File: config.mk
export PLATFORM = sky130hd
export DESIGN_NAME = response_router_flat
export DESIGN_NICKNAME = d
export VERILOG_FILES = /design/src/rtl/response_router_if.sv /design/src/rtl/response_router.sv /design/src/flat_wrapper.sv
export SDC_FILE = /design/constraint.sdc
export NUM_CORES = 1
export LEC_CHECK = 0
export CORE_MARGIN = 2
export CORE_UTILIZATION = 35
export CTS_CLUSTER_SIZE = 25
export DETAILED_ROUTE_END_ITERATION = 10
export PLACE_DENSITY = 0.53
export SETUP_SLACK_MARGIN = 0.1
export SLEW_MARGIN = 30
export SYNTH_ARGS = -nofsm -noshare
export SYNTH_HDL_FRONTEND = slang
export SYNTH_SLANG_ARGS = --single-unit
File: constraint.sdc
create_clock -name clk -period 4.58 [get_ports clk]
set_input_delay 0.687 -clock clk [delete_from_list [all_inputs] [get_ports clk]]
set_output_delay 0.687 -clock clk [all_outputs]
set_load 0.01 [all_outputs]
File: src/rtl/response_router_if.sv
// response_router_if
//   Bundles the port-side response bus and the consumer-side FIFO bus of the
//   response router.
//   master : producer/consumer environment (drives k_valid/k_data/k_pivot and
//            c_ready, observes everything else)
//   slave  : the router itself
//   Ports of the bundle:
//     k_valid[NKERNELS]            port k presents a response
//     k_data[NKERNELS][RES_WIDTH]  response word
//     k_pivot[NKERNELS][CW]        destination consumer id
//     k_ready[NKERNELS]            response from port k accepted this cycle
//     c_valid[NCONSUMERS]          consumer FIFO non-empty
//     c_data[NCONSUMERS][RES_WIDTH] FIFO head, 0 when empty
//     c_ready[NCONSUMERS]          consumer pops head
//     c_level[NCONSUMERS][LW]      FIFO occupancy
//     collision_cnt[16]            saturating count of contended cycles
//     err_bad_pivot                sticky out-of-range pivot flag
interface response_router_if #(
  parameter int RES_WIDTH  = 20,
  parameter int NKERNELS   = 4,
  parameter int NCONSUMERS = 8,
  parameter int DEPTH      = 2
);
  localparam int CW = $clog2(NCONSUMERS);
  localparam int LW = $clog2(DEPTH + 1);

  logic [NKERNELS-1:0]                  k_valid;
  logic [NKERNELS-1:0][RES_WIDTH-1:0]   k_data;
  logic [NKERNELS-1:0][CW-1:0]          k_pivot;
  logic [NKERNELS-1:0]                  k_ready;
  logic [NCONSUMERS-1:0]                c_valid;
  logic [NCONSUMERS-1:0][RES_WIDTH-1:0] c_data;
  logic [NCONSUMERS-1:0]                c_ready;
  logic [NCONSUMERS-1:0][LW-1:0]        c_level;
  logic [15:0]                          collision_cnt;
  logic                                 err_bad_pivot;

  modport master (
    output k_valid, k_data, k_pivot, c_ready,
    input  k_ready, c_valid, c_data, c_level, collision_cnt, err_bad_pivot
  );

  modport slave (
    input  k_valid, k_data, k_pivot, c_ready,
    output k_ready, c_valid, c_data, c_level, collision_cnt, err_bad_pivot
  );
endinterface

File: src/rtl/response_router.sv
// response_router
//   Routes responses from NKERNELS PLM ports to NCONSUMERS consumers. Each
//   consumer owns a round-robin arbiter and a DEPTH-entry FIFO, so ports that
//   collide on one consumer in the same cycle are stalled (k_ready low) rather
//   than corrupting the output.
//   Ports:
//     clk  - rising-edge clock
//     rst  - asynchronous active-high reset
//     bus  - response_router_if.slave (port side k_*, consumer side c_*,
//            collision_cnt, err_bad_pivot)
module response_router #(
  parameter int RES_WIDTH  = 20,
  parameter int NKERNELS   = 4,
  parameter int NCONSUMERS = 8,
  parameter int DEPTH      = 2
) (
  input  logic              clk,
  input  logic              rst,
  response_router_if.slave  bus
);
  localparam int KW = $clog2(NKERNELS);
  localparam int AW = $clog2(DEPTH);
  localparam int LW = $clog2(DEPTH + 1);

  logic [NCONSUMERS-1:0][NKERNELS-1:0]  req;
  logic [NCONSUMERS-1:0][NKERNELS-1:0]  gnt;
  logic [NCONSUMERS-1:0][KW-1:0]        gnt_idx;
  logic [NCONSUMERS-1:0]                push;
  logic [NCONSUMERS-1:0]                pop;
  logic [NCONSUMERS-1:0][RES_WIDTH-1:0] push_data;
  logic [NKERNELS-1:0]                  bad;
  logic                                 any_collision;

  logic [NCONSUMERS-1:0][KW-1:0]        rr;
  logic [NCONSUMERS-1:0][AW-1:0]        wr_ptr;
  logic [NCONSUMERS-1:0][AW-1:0]        rd_ptr;
  logic [NCONSUMERS-1:0][LW-1:0]        level;
  logic [RES_WIDTH-1:0]                 mem [NCONSUMERS][DEPTH];
  logic [15:0]                          collision_q;
  logic                                 err_q;

  // Request decode, collision detection and per-consumer round-robin grant.
  // A full FIFO issues no grant even if it is being popped this cycle, which
  // keeps k_ready independent of c_ready.
  always_comb begin
    int idx;
    logic [KW-1:0] kk;
    idx = 0;
    kk = '0;
    any_collision = 1'b0;
    for (int k = 0; k < NKERNELS; k++) begin
      bad[k] = bus.k_valid[k] && (int'(bus.k_pivot[k]) >= NCONSUMERS);
    end
    for (int c = 0; c < NCONSUMERS; c++) begin
      for (int k = 0; k < NKERNELS; k++) begin
        req[c][k] = bus.k_valid[k] && (int'(bus.k_pivot[k]) == c);
      end
      // More than one bit set means contention on this consumer.
      if ((req[c] & (req[c] - NKERNELS'(1))) != '0) begin
        any_collision = 1'b1;
      end
      gnt[c]     = '0;
      gnt_idx[c] = '0;
      push[c]    = 1'b0;
      if (level[c] < LW'(DEPTH)) begin
        for (int i = 0; i < NKERNELS; i++) begin
          idx = int'(rr[c]) + i;
          if (idx >= NKERNELS) begin
            idx = idx - NKERNELS;
          end
          kk = KW'(idx);
          if (!push[c] && req[c][kk]) begin
            push[c]    = 1'b1;
            gnt[c][kk] = 1'b1;
            gnt_idx[c] = kk;
          end
        end
      end
      push_data[c] = bus.k_data[gnt_idx[c]];
      pop[c]       = (level[c] != '0) && bus.c_ready[c];
    end
  end

  // A port is accepted when it wins its consumer, or unconditionally when its
  // pivot is out of range (the word is then dropped).
  always_comb begin
    bus.k_ready = bad;
    for (int k = 0; k < NKERNELS; k++) begin
      for (int c = 0; c < NCONSUMERS; c++) begin
        if (gnt[c][k]) begin
          bus.k_ready[k] = 1'b1;
        end
      end
    end
  end

  // FIFO pointers, occupancy, arbiter pointers and status counters.
  always_ff @(posedge clk or posedge rst) begin
    if (rst) begin
      rr          <= '0;
      wr_ptr      <= '0;
      rd_ptr      <= '0;
      level       <= '0;
      collision_q <= '0;
      err_q       <= 1'b0;
    end else begin
      for (int c = 0; c < NCONSUMERS; c++) begin
        if (push[c]) begin
          wr_ptr[c] <= wr_ptr[c] + AW'(1);
          rr[c]     <= (int'(gnt_idx[c]) == NKERNELS - 1) ? '0 : gnt_idx[c] + KW'(1);
        end
        if (pop[c]) begin
          rd_ptr[c] <= rd_ptr[c] + AW'(1);
        end
        if (push[c] && !pop[c]) begin
          level[c] <= level[c] + LW'(1);
        end else if (!push[c] && pop[c]) begin
          level[c] <= level[c] - LW'(1);
        end
      end
      if (any_collision && (collision_q != 16'hFFFF)) begin
        collision_q <= collision_q + 16'd1;
      end
      if (bad != '0) begin
        err_q <= 1'b1;
      end
    end
  end

  // FIFO storage; contents need no reset because empty FIFOs present 0.
  always_ff @(posedge clk) begin
    for (int c = 0; c < NCONSUMERS; c++) begin
      if (push[c]) begin
        mem[c][wr_ptr[c]] <= push_data[c];
      end
    end
  end

  // Consumer-side outputs are derived from registered state only.
  always_comb begin
    for (int c = 0; c < NCONSUMERS; c++) begin
      bus.c_level[c] = level[c];
      bus.c_valid[c] = (level[c] != '0);
      bus.c_data[c]  = (level[c] != '0) ? mem[c][rd_ptr[c]] : '0;
    end
    bus.collision_cnt = collision_q;
    bus.err_bad_pivot = err_q;
  end
endmodule

File: src/flat_wrapper.sv
// flat-port wrapper written by rule: the top's interface ports become plain ports
module response_router_flat 
#(
  parameter int RES_WIDTH  = 20,
  parameter int NKERNELS   = 4,
  parameter int NCONSUMERS = 8,
  parameter int DEPTH      = 2
)
  (clk, rst, bus_k_valid, bus_k_data, bus_k_pivot, bus_c_ready, bus_k_ready, bus_c_valid, bus_c_data, bus_c_level, bus_collision_cnt, bus_err_bad_pivot);
  response_router_if #(.RES_WIDTH(RES_WIDTH), .NKERNELS(NKERNELS), .NCONSUMERS(NCONSUMERS), .DEPTH(DEPTH)) bus_i ();
  input  logic clk;
  input  logic rst;
  input wire logic [$bits(bus_i.k_valid)-1:0] bus_k_valid;
  input wire logic [$bits(bus_i.k_data)-1:0] bus_k_data;
  input wire logic [$bits(bus_i.k_pivot)-1:0] bus_k_pivot;
  input wire logic [$bits(bus_i.c_ready)-1:0] bus_c_ready;
  output wire logic [$bits(bus_i.k_ready)-1:0] bus_k_ready;
  output wire logic [$bits(bus_i.c_valid)-1:0] bus_c_valid;
  output wire logic [$bits(bus_i.c_data)-1:0] bus_c_data;
  output wire logic [$bits(bus_i.c_level)-1:0] bus_c_level;
  output wire logic [$bits(bus_i.collision_cnt)-1:0] bus_collision_cnt;
  output wire logic [$bits(bus_i.err_bad_pivot)-1:0] bus_err_bad_pivot;
  assign bus_i.k_valid = bus_k_valid;
  assign bus_i.k_data = bus_k_data;
  assign bus_i.k_pivot = bus_k_pivot;
  assign bus_i.c_ready = bus_c_ready;
  assign bus_k_ready = bus_i.k_ready;
  assign bus_c_valid = bus_i.c_valid;
  assign bus_c_data = bus_i.c_data;
  assign bus_c_level = bus_i.c_level;
  assign bus_collision_cnt = bus_i.collision_cnt;
  assign bus_err_bad_pivot = bus_i.err_bad_pivot;
  response_router #(.RES_WIDTH(RES_WIDTH), .NKERNELS(NKERNELS), .NCONSUMERS(NCONSUMERS), .DEPTH(DEPTH)) u_core (.clk(clk), .rst(rst), .bus(bus_i));
endmodule
# == Word level (Yosys, flattened, before mapping) ==
# Memory sizes are Yosys's and may differ from the RTL's.
# Cells that the tools add are included.
# classes
add_sub_neg,105
n_lt_le_gt_ge,136
eq_ne,37
muxes,504
bitwise_logic,48
reduce_logical,189
# ops
op,count
$mux 20,48
$bmux 20 s2,8
$mux 40,8
$mux 2,128
$mux 4,64
$mux 1,176
$demux 20 s1,8
$logic_and 1x1->1,121
$lt 2x3->1 const B,40
$or 4x4->4,24
$sub 2x1->2 const B,40
$ge 3x3->1 const B,24
$bmux 1 s2,32
$demux 1 s2,32
$ge 2x1->1 const B,32
$add 2x2->3 const B,16
$eq 3x3->1 const B,16
$logic_not 1->1,40
$add 2x1->2 const B,16
$and 4x4->4,8
$ge 2x2->1 const B,16
$not 1->2,16
$reduce_bool 2->1,16
$reduce_bool 4->1,8
other kinds (12),82
# totals
reg_bits,64
ram_bits,320
output_inout_bits,205
wordCells,1053
n_memories,1
# memory_table
name,depth,word_bits,read_ports,rd_clocked_by_memory_dff,wr,line_no,source
u_core.mem,8,40,8,0,8,response_router.sv:38,logic [RES_WIDTH-1:0] mem [NCONSUMERS][DEPTH];

# == Logic depth before layout (Yosys ltp) ==
# Gate-level depths: netlist (run 1).
# depth
ltp_word,27
mapped_depth,12
depth_no_buf,11

# == Least setup slack after synthesis (run 1) ==
# OpenSTA, ideal clock, no wires.
# synth_timing
path_type,input port to flip-flop
start,in bus_k_pivot[0]
end,"mem u_core.mem[0][20] in the netlist's numbering, enable pin"
setup_ns,0.399
arrival_time_ns,3.431
t_required_ns,4.181
slack_ns,0.750
stages,7
path_buffers,2
path_cell_list,or4b_1 buf_2 mux4_2 buf_6 and2_4 a31oi_1 nor2b_1
# synth_lines
element,line_no,source
from (decl),flat_wrapper.sv:15,input wire logic [$bits(bus_i.k_pivot)-1:0] bus_k_pivot;
to (decl),response_router.sv:38,

# == Worst setup path after layout (run 1) ==
# layout_timing
start,in bus_k_pivot[8]
end,out bus_k_ready[1]
# layout_between
elab_chain_cells,26
word_cells_on_any_way,272
cone_classes,7 x eq/ne; 184 x mux; 24 x bitwise; 57 x reduce/logical
# layout_rtl
element,line_no,source
$logic_not 3->1,response_router.sv:56,req[c][k] = bus.k_valid[k] && (int'(bus.k_pivot[k]) == c);
$logic_and 1x1->1,response_router.sv:56,
$bmux 1 s2,response_router.sv:72,if (!push[c] && req[c][kk]) begin
$mux 1 (not written as such),response_router.sv:72,
$mux 1,response_router.sv:72,
$mux 1,response_router.sv:65,if (level[c] < LW'(DEPTH)) begin
$logic_not 1->1,response_router.sv:72,
$logic_and 1x1->1,response_router.sv:72,
(+4 left out),--,
$mux 1,response_router.sv:72,
$mux 1,response_router.sv:65,
$logic_not 1->1,response_router.sv:72,
$logic_and 1x1->1,response_router.sv:72,
$mux 4,response_router.sv:72,
$mux 4,response_router.sv:65,
$mux 1 (7 in series),response_router.sv:90,if (gnt[c][k]) begin
$mux 1 (*),response_router.sv:90,
to (decl),flat_wrapper.sv:17,output wire logic [$bits(bus_i.k_ready)-1:0] bus_k_ready;
# Mark *: on every way between the ends. The rest lies on a longest branch, timed or not. The select of a mux whose other input is x is not followed.

==> impl_metrics.csv, run 1 <==
group,metric,value,unit
pwr,p_per_area,610,mW/mm^2
timing,tightest_slew,0.939,ns
clock_network,cts_made_buffers,46,
placed_design,place_area,0.0297,mm^2
layout,stdcell_area,0.0314,mm^2
setup_path,cp.arrival,3.77,ns
drt,dr.pass1.iters,5,
clock_network,clk_pin_slew,0.06,ns
global_route,grt_pass1_vias,19100,
setup_path,crit_chain,"clkdlybuf4s50_1 -> buf_4 -> buf_12 -> or4b_4 -> mux4_2 -> buf_4 -> buf_4 -> buf_4 -> nor2_1 -> a311o_1 -> nand4_1 -> or4_4 -> clkbuf_2",
logic_synthesis,synth.top_cell.area_share,40.3,%
die,fp.dieH,265,um
logic_synthesis,synthDistinctLibCells,79,
drt,drt-total-wl,87700,um
drt,postRouteAntennaNets,0,
timing,hold_viol,0,
global_route,grt_max_degree,62,
placed_design,dp_hpwl,67500,um
setup_path,slowest_delay,0.52,ns
placed_design,dp_cells,3278,
die,die_w,265,um
pwr,p_clk_share,18.0,%
timing,setup_viol,0,
setup_path,cpMostUsedCell,"buf_4",
logic_synthesis,synthTopCellsByArea,"edfxtp_1 40%, mux4_2 10%, mux2i_1 8.5%",
timing,max_freq,224,MHz
logic_synthesis,yosysMostFrequentCell,"edfxtp_1",
placed_design,portBuffers,309,
setup_path,required,3.89,ns
setup_path,cp_max_fo,11,
min_path,hold_path.class,"register to register",
logic_synthesis,yosys_register_bits,384,
logic_synthesis,avgSynthCellArea,12.1,um^2
layout,layoutNonFillerInstCount,3381,
timing,clock_skew,0.0283,ns
die,row_count,95,
pwr,p_comb_share,52.3,%
global_route,grt_pass1_wl,128000,um
flow_run,maxCapViolations,0,
logic_synthesis,yosysWarningCount,0,
timing,fin_crit_sh,97.3,%
setup_path,critPathSlowestCell,"mux4_2",
pwr,internal_power,0.0117,W
layout,drive_gt1_share,22.0,%
clock_network,cts_root_buffer,"clkbuf_16",
layout,layout.nets,2643,
drt,vias_per_cell,5.75,
global_route,grt.total_usage,24.4,%
pwr,seqPwrFrac,29.7,%
drt,num_vias,19400,
clock_network,htreeDepth,2,
logic_synthesis,synth_top_area_cell,"edfxtp_1",
timing,rsz0062_at_grt,"yes",
placed_design,gp_congestion,0.926,
logic_synthesis,async_reset_ff_share,16.7,%
pwr,finalPower,0.0192,W
clock_network,clkSinkCount,384,
global_route,grt_overflow,0,
setup_path,critPathTopFamily,"buffers and inverters",
logic_synthesis,synth-edff-count,320,
logic_synthesis,synth_cells,1972,
drt,drt_iter0_drc,1697,
pwr,p_leak,12.1,nW
timing,slew_viol_final,0,
pwr,switchingPower,0.00750,W
die,die_area,0.0702,mm^2
pwr,swShare,39.2,%
die,core_area,0.0673,mm^2
logic_synthesis,synth_seq_area_share,47.0,%
setup_path,startpoint_type,"input pin",
die,initial_core_util,35.4,%
timing,setup_tns,0,ns
setup_path,critPathKind,"input pin to output pin",
logic_synthesis,syn-num-nets,2151,
clock_network,tritoncts,"yes",
drt,drc,0,
setup_path,endpoint_kind,"output pin",
clock_network,holdBufCountCts,0,
run_status,status,"complete, no violations",
die,num_io_pins,311,
timing,whs,0.482,ns
layout,syn_to_final_growth,31.6,%
logic_synthesis,syn-cell-area,0.0238,mm^2
timing,relSlewSlack,37.4,%
timing,fin_crit,4.45,ns
drt,wire_per_inst,25.9,um
clock_network,clock_latency,0.59,ns
logic_synthesis,synth_ff_type,"edfxtp_1",
clock_network,cts_max_path_buffers,3,
setup_path,crit_buf_inv,7,
global_route,antenna_found_initial,9,
logic_synthesis,synth_commonest_cells,"320 x edfxtp_1, 270 x nor2_1, 202 x mux2i_1",
pwr,ir_worst_vdd,306,uV
-- power groups by stage --
stage	combinational, W	clock (W)	sequential (W)
3_3_place_gp	0.00991	0	0.00573
4_1_cts	0.0101	0.00353	0.00569
5_1_grt	0.0107	0.00366	0.00578
2_1_floorplan	0.00545	0	0.00539
3_5_place_dp	0.00998	0	0.00575
6_report	0.0100	0.00345	0.00568
-- layout make-up --
type | count | area (um^2)
Clock buffer | 67 | 1260
Multi-Input combinational cell | 1412 | 12200
Tap cell | 873 | 1090
Clock inverter | 18 | 154
Antenna cell | 7 | 17.5
Sequential cell | 384 | 11200
Timing Repair Buffer | 585 | 5360
Inverter | 35 | 133
Fill cell | 6090 | 35900
-- registers in the layout, summed over array words and instances (netlist names) --
signal,count
u_core.bus.collision_cnt,16
u_core.wr_ptr,8
u_core.rr,16
u_core.bus.c_level,16
u_core.mem,320
u_core.rd_ptr,8
-- worst paths after layout --
kind | from | end | slack (ns) | cells after the start
hold reg to reg | u_core.wr_ptr[7]$_DFFE_PP0P_ | u_core.wr_ptr[7]$_DFFE_PP0P_ | 0.48 | 1
max in group asynchronous | rst | u_core.rr[7]$_DFFE_PP0P_ | 3.05 | 3
setup / recovery | bus_k_pivot[8] | bus_k_ready[1] | 0.13 | 13
min in group asynchronous | rst | u_core.bus.c_level[13]$_DFFE_PP0P_ | 0.55 | 2
setup reg to reg | u_core.rr[7]$_DFFE_PP0P_ | u_core.mem[0][126]$_DFFE_PP_ | 1.00 | 11
hold / removal | u_core.wr_ptr[7]$_DFFE_PP0P_ | u_core.wr_ptr[7]$_DFFE_PP0P_ | 0.48 | 1
-- routing by layer --
metal  wire [um]  up-vias  global-route usage [%]  share of wire [%]
li1            -     8605                       -                  -
met1       39900     9987                    35.5                 45
met2       40600      765                    38.6                 46
met3        5540       88                    3.55                6.3
met4        1720        0                    5.71                2.0
met5           0        -                       0                  0
-- placed cells by master (no fill, tap or decap), types with 19 or more instances in the layout --
master / synthesis / layout
xor2_1: 34 / 34
o21ai_0: 35 / 35
mux2i_1: 202 / 202
ha_1: 73 / 71
clkbuf_16: 0 / 46
a21oi_1: 95 / 94
buf_4: 6 / 250
inv_1: 29 / 26
nand2_1: 121 / 121
mux4_2: 110 / 110
clkdlybuf4s50_1: 0 / 293
nor2b_1: 34 / 26
mux2_2: 20 / 20
dfrtp_1: 64 / 58
xnor2_1: 32 / 32
edfxtp_1: 320 / 320
nand3_1: 28 / 28
mux4_1: 19 / 19
a32oi_1: 25 / 25
a211oi_1: 40 / 36
nor3_1: 23 / 23
nor2_1: 270 / 268
-- metrics by stage --
| stage | worst slack, ns | util (%) |
|---|---|---|
| finish | 0.125 | 46.7 |
| global route | 0.0740 | 46.7 |
| CTS | 0.0803 | 46.4 |
| detailed placement | -0.318 | 44.1 |
| global placement | -0.308 | 44.1 |
| floorplan | 0.750 | - |
-- repair_timing --
item | 4_1_cts | 5_1_grt
setup buffers | 8 | 2
resized for setup | 40 | 32
pin swaps | 5 | 4
endpoints found under the setup margin | 4 | 4
gates cloned | 0 | 1
-- kinds of logic after synthesis --
group	count (synthesis)	synth area share (%)
AO/OA/AOI/OAI	312	8.76
XOR/XNOR	66	2.42
other	1	0.0157
multiplexers	351	21.9
AND/OR/NAND/NOR	609	12.8
adder cells (fa/ha/maj)	73	3.83
flip-flops	384	47.0
buffers and inverters	176	3.22
Note: power is estimated with default switching activity, not from simulation.
==> run 2, diff against run 1 <==
--- a/config.mk
+++ b/config.mk
@@ -9,6 +9,7 @@
 export CORE_UTILIZATION = 35
 export CTS_CLUSTER_SIZE = 25
 export DETAILED_ROUTE_END_ITERATION = 10
+export GPL_TIMING_DRIVEN = 0
 export PLACE_DENSITY = 0.53
 export SETUP_SLACK_MARGIN = 0.1
 export SLEW_MARGIN = 30
==> impl_metrics.csv, run 2 (synthesis gave the netlist of run 1 again) <==
group,metric,value,unit
run_status,status,"complete, no violations",
layout,syn_to_final_growth,28.2,%
layout,multi_input_area,0.0123,mm^2
layout,final_cell_mix,"320 x edfxtp_1, 290 x clkdlybuf4s50_1, 265 x nor2_1",
timing,fin_crit_sh,96.2,%
clock_network,clock_latency,0.58,ns
global_route,grt_overflow,0,
setup_path,crit_buf_inv,4,
drt,dr.pass1.iters,7,
layout,regArea,0.0112,mm^2
setup_path,cp_max_fo,10,
setup_path,critPathTopFamily,"buffers and inverters",
pwr,ir_worst_vdd,313,uV
layout,mostFrequentLayoutCell,"edfxtp_1",
layout,fillers,6146,
die,die_w,265,um
die,num_io_pins,311,
timing,max_freq,227,MHz
placed_design,portBuffers,309,
setup_path,slowest_delay,0.53,ns
clock_network,cts_root_buffer,"clkbuf_16",
pwr,finalPower,0.0191,W
drt,vias_per_cell,5.80,
timing,rsz0062_at_grt,"yes",
placed_design,place_area,0.0281,mm^2
layout,largest_reg_flops,320,
die,row_count,95,
die,die_area,0.0702,mm^2
pwr,p_comb_share,53.3,%
global_route,grt_pass1_wl,124000,um
placed_design,gp_congestion,0.911,
clock_network,cts_made_buffers,44,
die,initial_core_util,35.4,%
timing,hold_viol,0,
setup_path,startpoint_type,"input pin",
pwr,swShare,39.6,%
placed_design,dp_hpwl,65800,um
pwr,seqPwrFrac,28.3,%
drt,postRouteAntennaNets,0,
pwr,p_clk_share,18.3,%
layout,stdcell_area,0.0306,mm^2
die,fp.dieH,265,um
layout,postLayoutCoreUtil,45.5,%
min_path,hold_path.class,"input pin to async pin",
drt,num_vias,19200,
pwr,p_leak,11.4,nW
setup_path,critPathSlowestCell,"mux4_2",
timing,tightest_slew,0.998,ns
timing,clock_skew,0.0247,ns
timing,relSlewSlack,33.5,%
global_route,grt.total_usage,23.9,%
clock_network,clk_pin_slew,0.06,ns
setup_path,endpoint_kind,"output pin",
drt,drc,0,
clock_network,cts_max_path_buffers,3,
drt,drt_iter0_drc,1836,
layout,drive_gt1_share,18.1,%
global_route,grt_max_degree,59,
flow_run,maxCapViolations,0,
clock_network,clkSinkCount,384,
pwr,internal_power,0.0115,W
timing,setup_viol,0,
setup_path,critPathKind,"input pin to output pin",
setup_path,required,3.89,ns
setup_path,crit_chain,"dlygate4sd2_1 -> buf_2 -> nand4bb_2 -> mux4_2 -> buf_4 -> nor2_1 -> a211oi_2 -> a211oi_4 -> and4_1 -> nand4_1 -> clkdlybuf4s50_1",
timing,whs,0.404,ns
die,core_area,0.0673,mm^2
layout,layout.nets,2576,
global_route,grt_pass1_vias,18600,
timing,fin_crit,4.41,ns
drt,drt-total-wl,86300,um
drt,wire_per_inst,26.1,um
clock_network,htreeDepth,2,
global_route,antenna_found_initial,7,
pwr,switchingPower,0.00754,W
pwr,p_per_area,623,mW/mm^2
clock_network,tritoncts,"yes",
setup_path,cp.arrival,3.72,ns
timing,slew_viol_final,0,
-- run 2: changes by cell type in the layout (fill, tap and decap cells not counted), sizes merged --
cell and change:
buf -138, bufinv +2, clkbuf +63, clkdlybuf4s15 +4
clkdlybuf4s50 -3, clkinv -2, clkinvlp +10, diode -1
dlygate4sd2 +3, dlymetal6s2s -6, inv -4
-- run 2: power by group through the flow --
stage	logic [W]	clock network [W]	registers, W
after floorplan	0.00545	0	0.00539
final	0.0102	0.00350	0.00540
after global routing	0.0109	0.00372	0.00549
after detailed placement	0.00970	0	0.00551
after global placement	0.00958	0	0.00547
after CTS	0.00993	0.00357	0.00544
-- run 2: worst paths after layout --
check	from	end	slack, ns	cells after the start
min	rst	u_core.rd_ptr[5]$_DFFE_PP0P_	0.40	2
max	bus_k_pivot[10]	bus_k_ready[3]	0.17	11
max in group asynchronous	rst	u_core.rr[7]$_DFFE_PP0P_	3.57	3
max reg2reg	u_core.rr[8]$_DFFE_PP0P_	u_core.mem[1][3]$_DFFE_PP_	0.51	12
min in group clk	u_core.bus.collision_cnt[15]$_DFFE_PP0P_	u_core.bus.collision_cnt[15]$_DFFE_PP0P_	0.50	1
min reg2reg	u_core.bus.collision_cnt[15]$_DFFE_PP0P_	u_core.bus.collision_cnt[15]$_DFFE_PP0P_	0.50	1
-- run 2: routing by layer --
metal | GRT usage, % | up-vias | part of all wire (%) | wire length (um)
met5 | 0 | - | 0.013 | 11
met4 | 7.60 | 2 | 2.9 | 2460
met3 | 3.49 | 109 | 7.7 | 6620
met2 | 37.7 | 949 | 46 | 39600
met1 | 34.2 | 9643 | 44 | 37600
li1 | - | 8481 | - | -
-- run 2: timing repair --
item,4_1_cts,5_1_grt
endpoints found under the setup margin,4,4
pin swaps,10,8
buffers inserted,37,33
gates resized for setup,120,44
hold buffers,0,0
-- run 2: final cells by class --
class	count	share of cell area (%)
Buffer	139	2.24
Clock buffer	55	3.84
Sequential cell	384	36.7
Antenna cell	6	0.0491
Timing Repair Buffer	381	11.8
Inverter	35	0.610
Multi-Input combinational cell	1412	40.3
Clock inverter	24	0.814
Tap cell	873	3.57
-- run 2: stage by stage --
step	setup TNS [ns]	worst slack, ns	cells
floorplan	0	0.750	1972
global placement	-110.34	-0.785	3154
detailed placement	-29.60	-0.672	3156
CTS	0	0.0515	3270
global route	0	0.0885	3309
finish	0	0.173	3309
==> run 3, diff against run 2 <==
--- a/config.mk
+++ b/config.mk
@@ -10,7 +10,7 @@
 export CTS_CLUSTER_SIZE = 25
 export DETAILED_ROUTE_END_ITERATION = 10
 export GPL_TIMING_DRIVEN = 0
-export PLACE_DENSITY = 0.53
+export PLACE_DENSITY = 0.55
 export SETUP_SLACK_MARGIN = 0.1
 export SLEW_MARGIN = 30
 export SYNTH_ARGS = -nofsm -noshare
==> constraint.sdc (replaced) <==
create_clock -name clk -period 4.05 [get_ports clk]
set_input_delay 0.6075 -clock clk [delete_from_list [all_inputs] [get_ports clk]]
set_output_delay 0.6075 -clock clk [all_outputs]
set_load 0.01 [all_outputs]
==> impl_metrics.csv, run 3 (synthesis gave the netlist of run 1 again) <==
group,metric,value,unit
timing,hold_viol,0,
pwr,ir_worst_vdd,450,uV
pwr,p_leak,11.4,nW
run_status,status,"complete, no violations",
timing,whs,0.306,ns
placed_design,portBuffers,309,
pwr,p_per_area,711,mW/mm^2
min_path,hold_path.class,"input pin to async pin",
drt,drt-total-wl,85600,um
layout,layoutNonFillerInstCount,3314,
die,die_area,0.0702,mm^2
drt,drt_iter0_drc,1831,
drt,wire_per_inst,25.8,um
timing,fin_crit,4.04,ns
layout,largest_reg_flops,320,
drt,drc,0,
global_route,antenna_found_initial,6,
die,core_area,0.0673,mm^2
layout,drive_gt1_share,19.5,%
clock_network,tritoncts,"yes",
setup_path,required,3.44,ns
placed_design,dp_hpwl,65400,um
placed_design,dp_cells,3156,
die,row_count,95,
clock_network,clk_pin_slew,0.06,ns
flow_run,maxCapViolations,0,
clock_network,cts_root_buffer,"clkbuf_16",
global_route,grt.total_usage,23.7,%
setup_path,slowest_delay,0.57,ns
timing,fin_crit_sh,99.8,%
drt,dr.pass1.iters,5,
timing,clock_skew,0.0112,ns
drt,vias_per_cell,5.79,
layout,layout.nets,2577,
drt,postRouteAntennaNets,0,
layout,syn_to_final_growth,29.2,%
layout,mostFrequentLayoutCell,"edfxtp_1",
timing,rsz0062_at_grt,"yes",
timing,max_freq,247,MHz
setup_path,critPathSlowestCell,"mux4_2",
die,num_io_pins,311,
clock_network,clock_latency,0.59,ns
die,die_w,265,um
timing,slew_viol_final,0,
clock_network,htreeDepth,2,
clock_network,cts_made_buffers,46,
drt,num_vias,19200,
die,initial_core_util,35.4,%
layout,final_cell_mix,"320 x edfxtp_1, 289 x clkdlybuf4s50_1, 265 x nor2_1",
placed_design,gp_congestion,0.903,
setup_path,cp_max_fo,6,
setup_path,endpoint_kind,"output pin",
setup_path,rrSetupSlack,0.28,ns
clock_network,cts_max_path_buffers,3,
setup_path,critPathKind,"register to output pin",
setup_path,startpoint_type,"register",
global_route,grt_pass1_vias,18600,
timing,relSlewSlack,35.9,%
clock_network,clkSinkCount,384,
setup_path,crit_chain,"clkinvlp_4 -> ha_4 -> inv_4 -> mux4_2 -> a22oi_2 -> a211oi_2 -> a221oi_2 -> nand4_1 -> or4_4 -> buf_6",
die,fp.dieH,265,um
global_route,grt_pass1_wl,124000,um
timing,tightest_slew,0.961,ns
setup_path,cp.arrival,3.43,ns
global_route,grt_max_degree,58,
global_route,grt_overflow,0,
timing,setup_viol,0,
-- run 3: changes by cell type in the layout (fill, tap and decap cells not counted), moves of 3 or more --
| cell | previous run | this run |
|---|---|---|
| a211oi_2 | 5 | 8 |
| buf_2 | 25 | 30 |
| buf_4 | 90 | 79 |
| buf_6 | 6 | 24 |
| clkbuf_1 | 76 | 71 |
| clkbuf_2 | 9 | 13 |
| clkbuf_8 | 1 | 4 |
| clkinv_1 | 6 | 10 |
| dlygate4sd2_1 | 10 | 0 |
| ha_4 | 3 | 7 |
| inv_6 | 2 | 5 |
-- run 3: cell type report --
class | count | area (um^2)
Antenna cell | 5 | 12.5
Buffer | 137 | 763
Clock buffer | 58 | 1230
Clock inverter | 28 | 289
Fill cell | 6133 | 36500
Inverter | 35 | 205
Multi-Input combinational cell | 1412 | 12400
Sequential cell | 384 | 11200
Tap cell | 873 | 1090
Timing Repair Buffer | 382 | 3600
-- run 3: what timing repair did --
action                                  in CTS  in global routing
resized for setup                          186                 66
cloned                                       0                  0
hold buffers                                 0                  0
pin swaps                                   15                 18
endpoints found under the setup margin     204                  4
buffers inserted                            51                 20
-- run 3: routing by layer --
layer  track usage, %  part of all wire (%)  vias up
met5                0                     0        -
met4             8.93                   4.0        0
met3             3.92                   7.8      160
met2             37.8                    46      996
met1             32.7                    42     9539
li1                 -                     -     8488
-- run 3: final timing paths --
check                                                   startpoint                                       to  cells past startpoint
setup / recovery                          u_core.rr[3]$_DFFE_PP0P_                           bus_k_ready[1]                     10
hold / removal                                                 rst             u_core.wr_ptr[5]$_DFFE_PP0P_                      2
setup reg to reg                          u_core.rr[8]$_DFFE_PP0P_              u_core.mem[1][28]$_DFFE_PP_                     11
hold reg to reg            u_core.bus.collision_cnt[5]$_DFFE_PP0P_  u_core.bus.collision_cnt[5]$_DFFE_PP0P_                      1
max in group asynchronous                                      rst                 u_core.rr[7]$_DFFE_PP0P_                      3
min in group clk           u_core.bus.collision_cnt[5]$_DFFE_PP0P_  u_core.bus.collision_cnt[5]$_DFFE_PP0P_                      1
-- run 3: metrics by stage --
step | setup slack, ns | utilization (%) | setup TNS [ns] | power (W) | area [um^2]
after floorplan | 0.299 | - | 0 | 0.0123 | 23800
after global placement | -1.21 | 41.7 | -309.62 | 0.0170 | 28000
after detailed placement | -1.25 | 41.8 | -161.71 | 0.0171 | 28100
after CTS | 0.0375 | 45.4 | 0 | 0.0218 | 30600
after global routing | -0.0732 | 45.8 | -0.0732 | 0.0230 | 30800
final | 0.00756 | 45.8 | 0 | 0.0219 | 30800
-- run 3: worst max-delay path, delay by kind of cell, from the launching register on --
family / cells / cell delay (ns)
AOI/OAI and AO/OA: 3 / 0.55
adders and majority gates: 1 / 0.26
buffers and inverters: 3 / 0.35
DFF: 1 / 0.41
muxes: 1 / 0.57
and+or+nand+nor: 2 / 0.68
-- run 3: power by group --
| part | switching, W | total, W | leakage, nW | internal, W |
|---|---|---|---|---|
| combinational | 0.00640 | 0.0117 | 7.04 | 0.00528 |
| clock | 0.00172 | 0.00415 | 0.737 | 0.00243 |
| sequential | 0.000458 | 0.00607 | 3.66 | 0.00561 |
| total | 0.00858 | 0.0219 | 11.4 | 0.0133 |
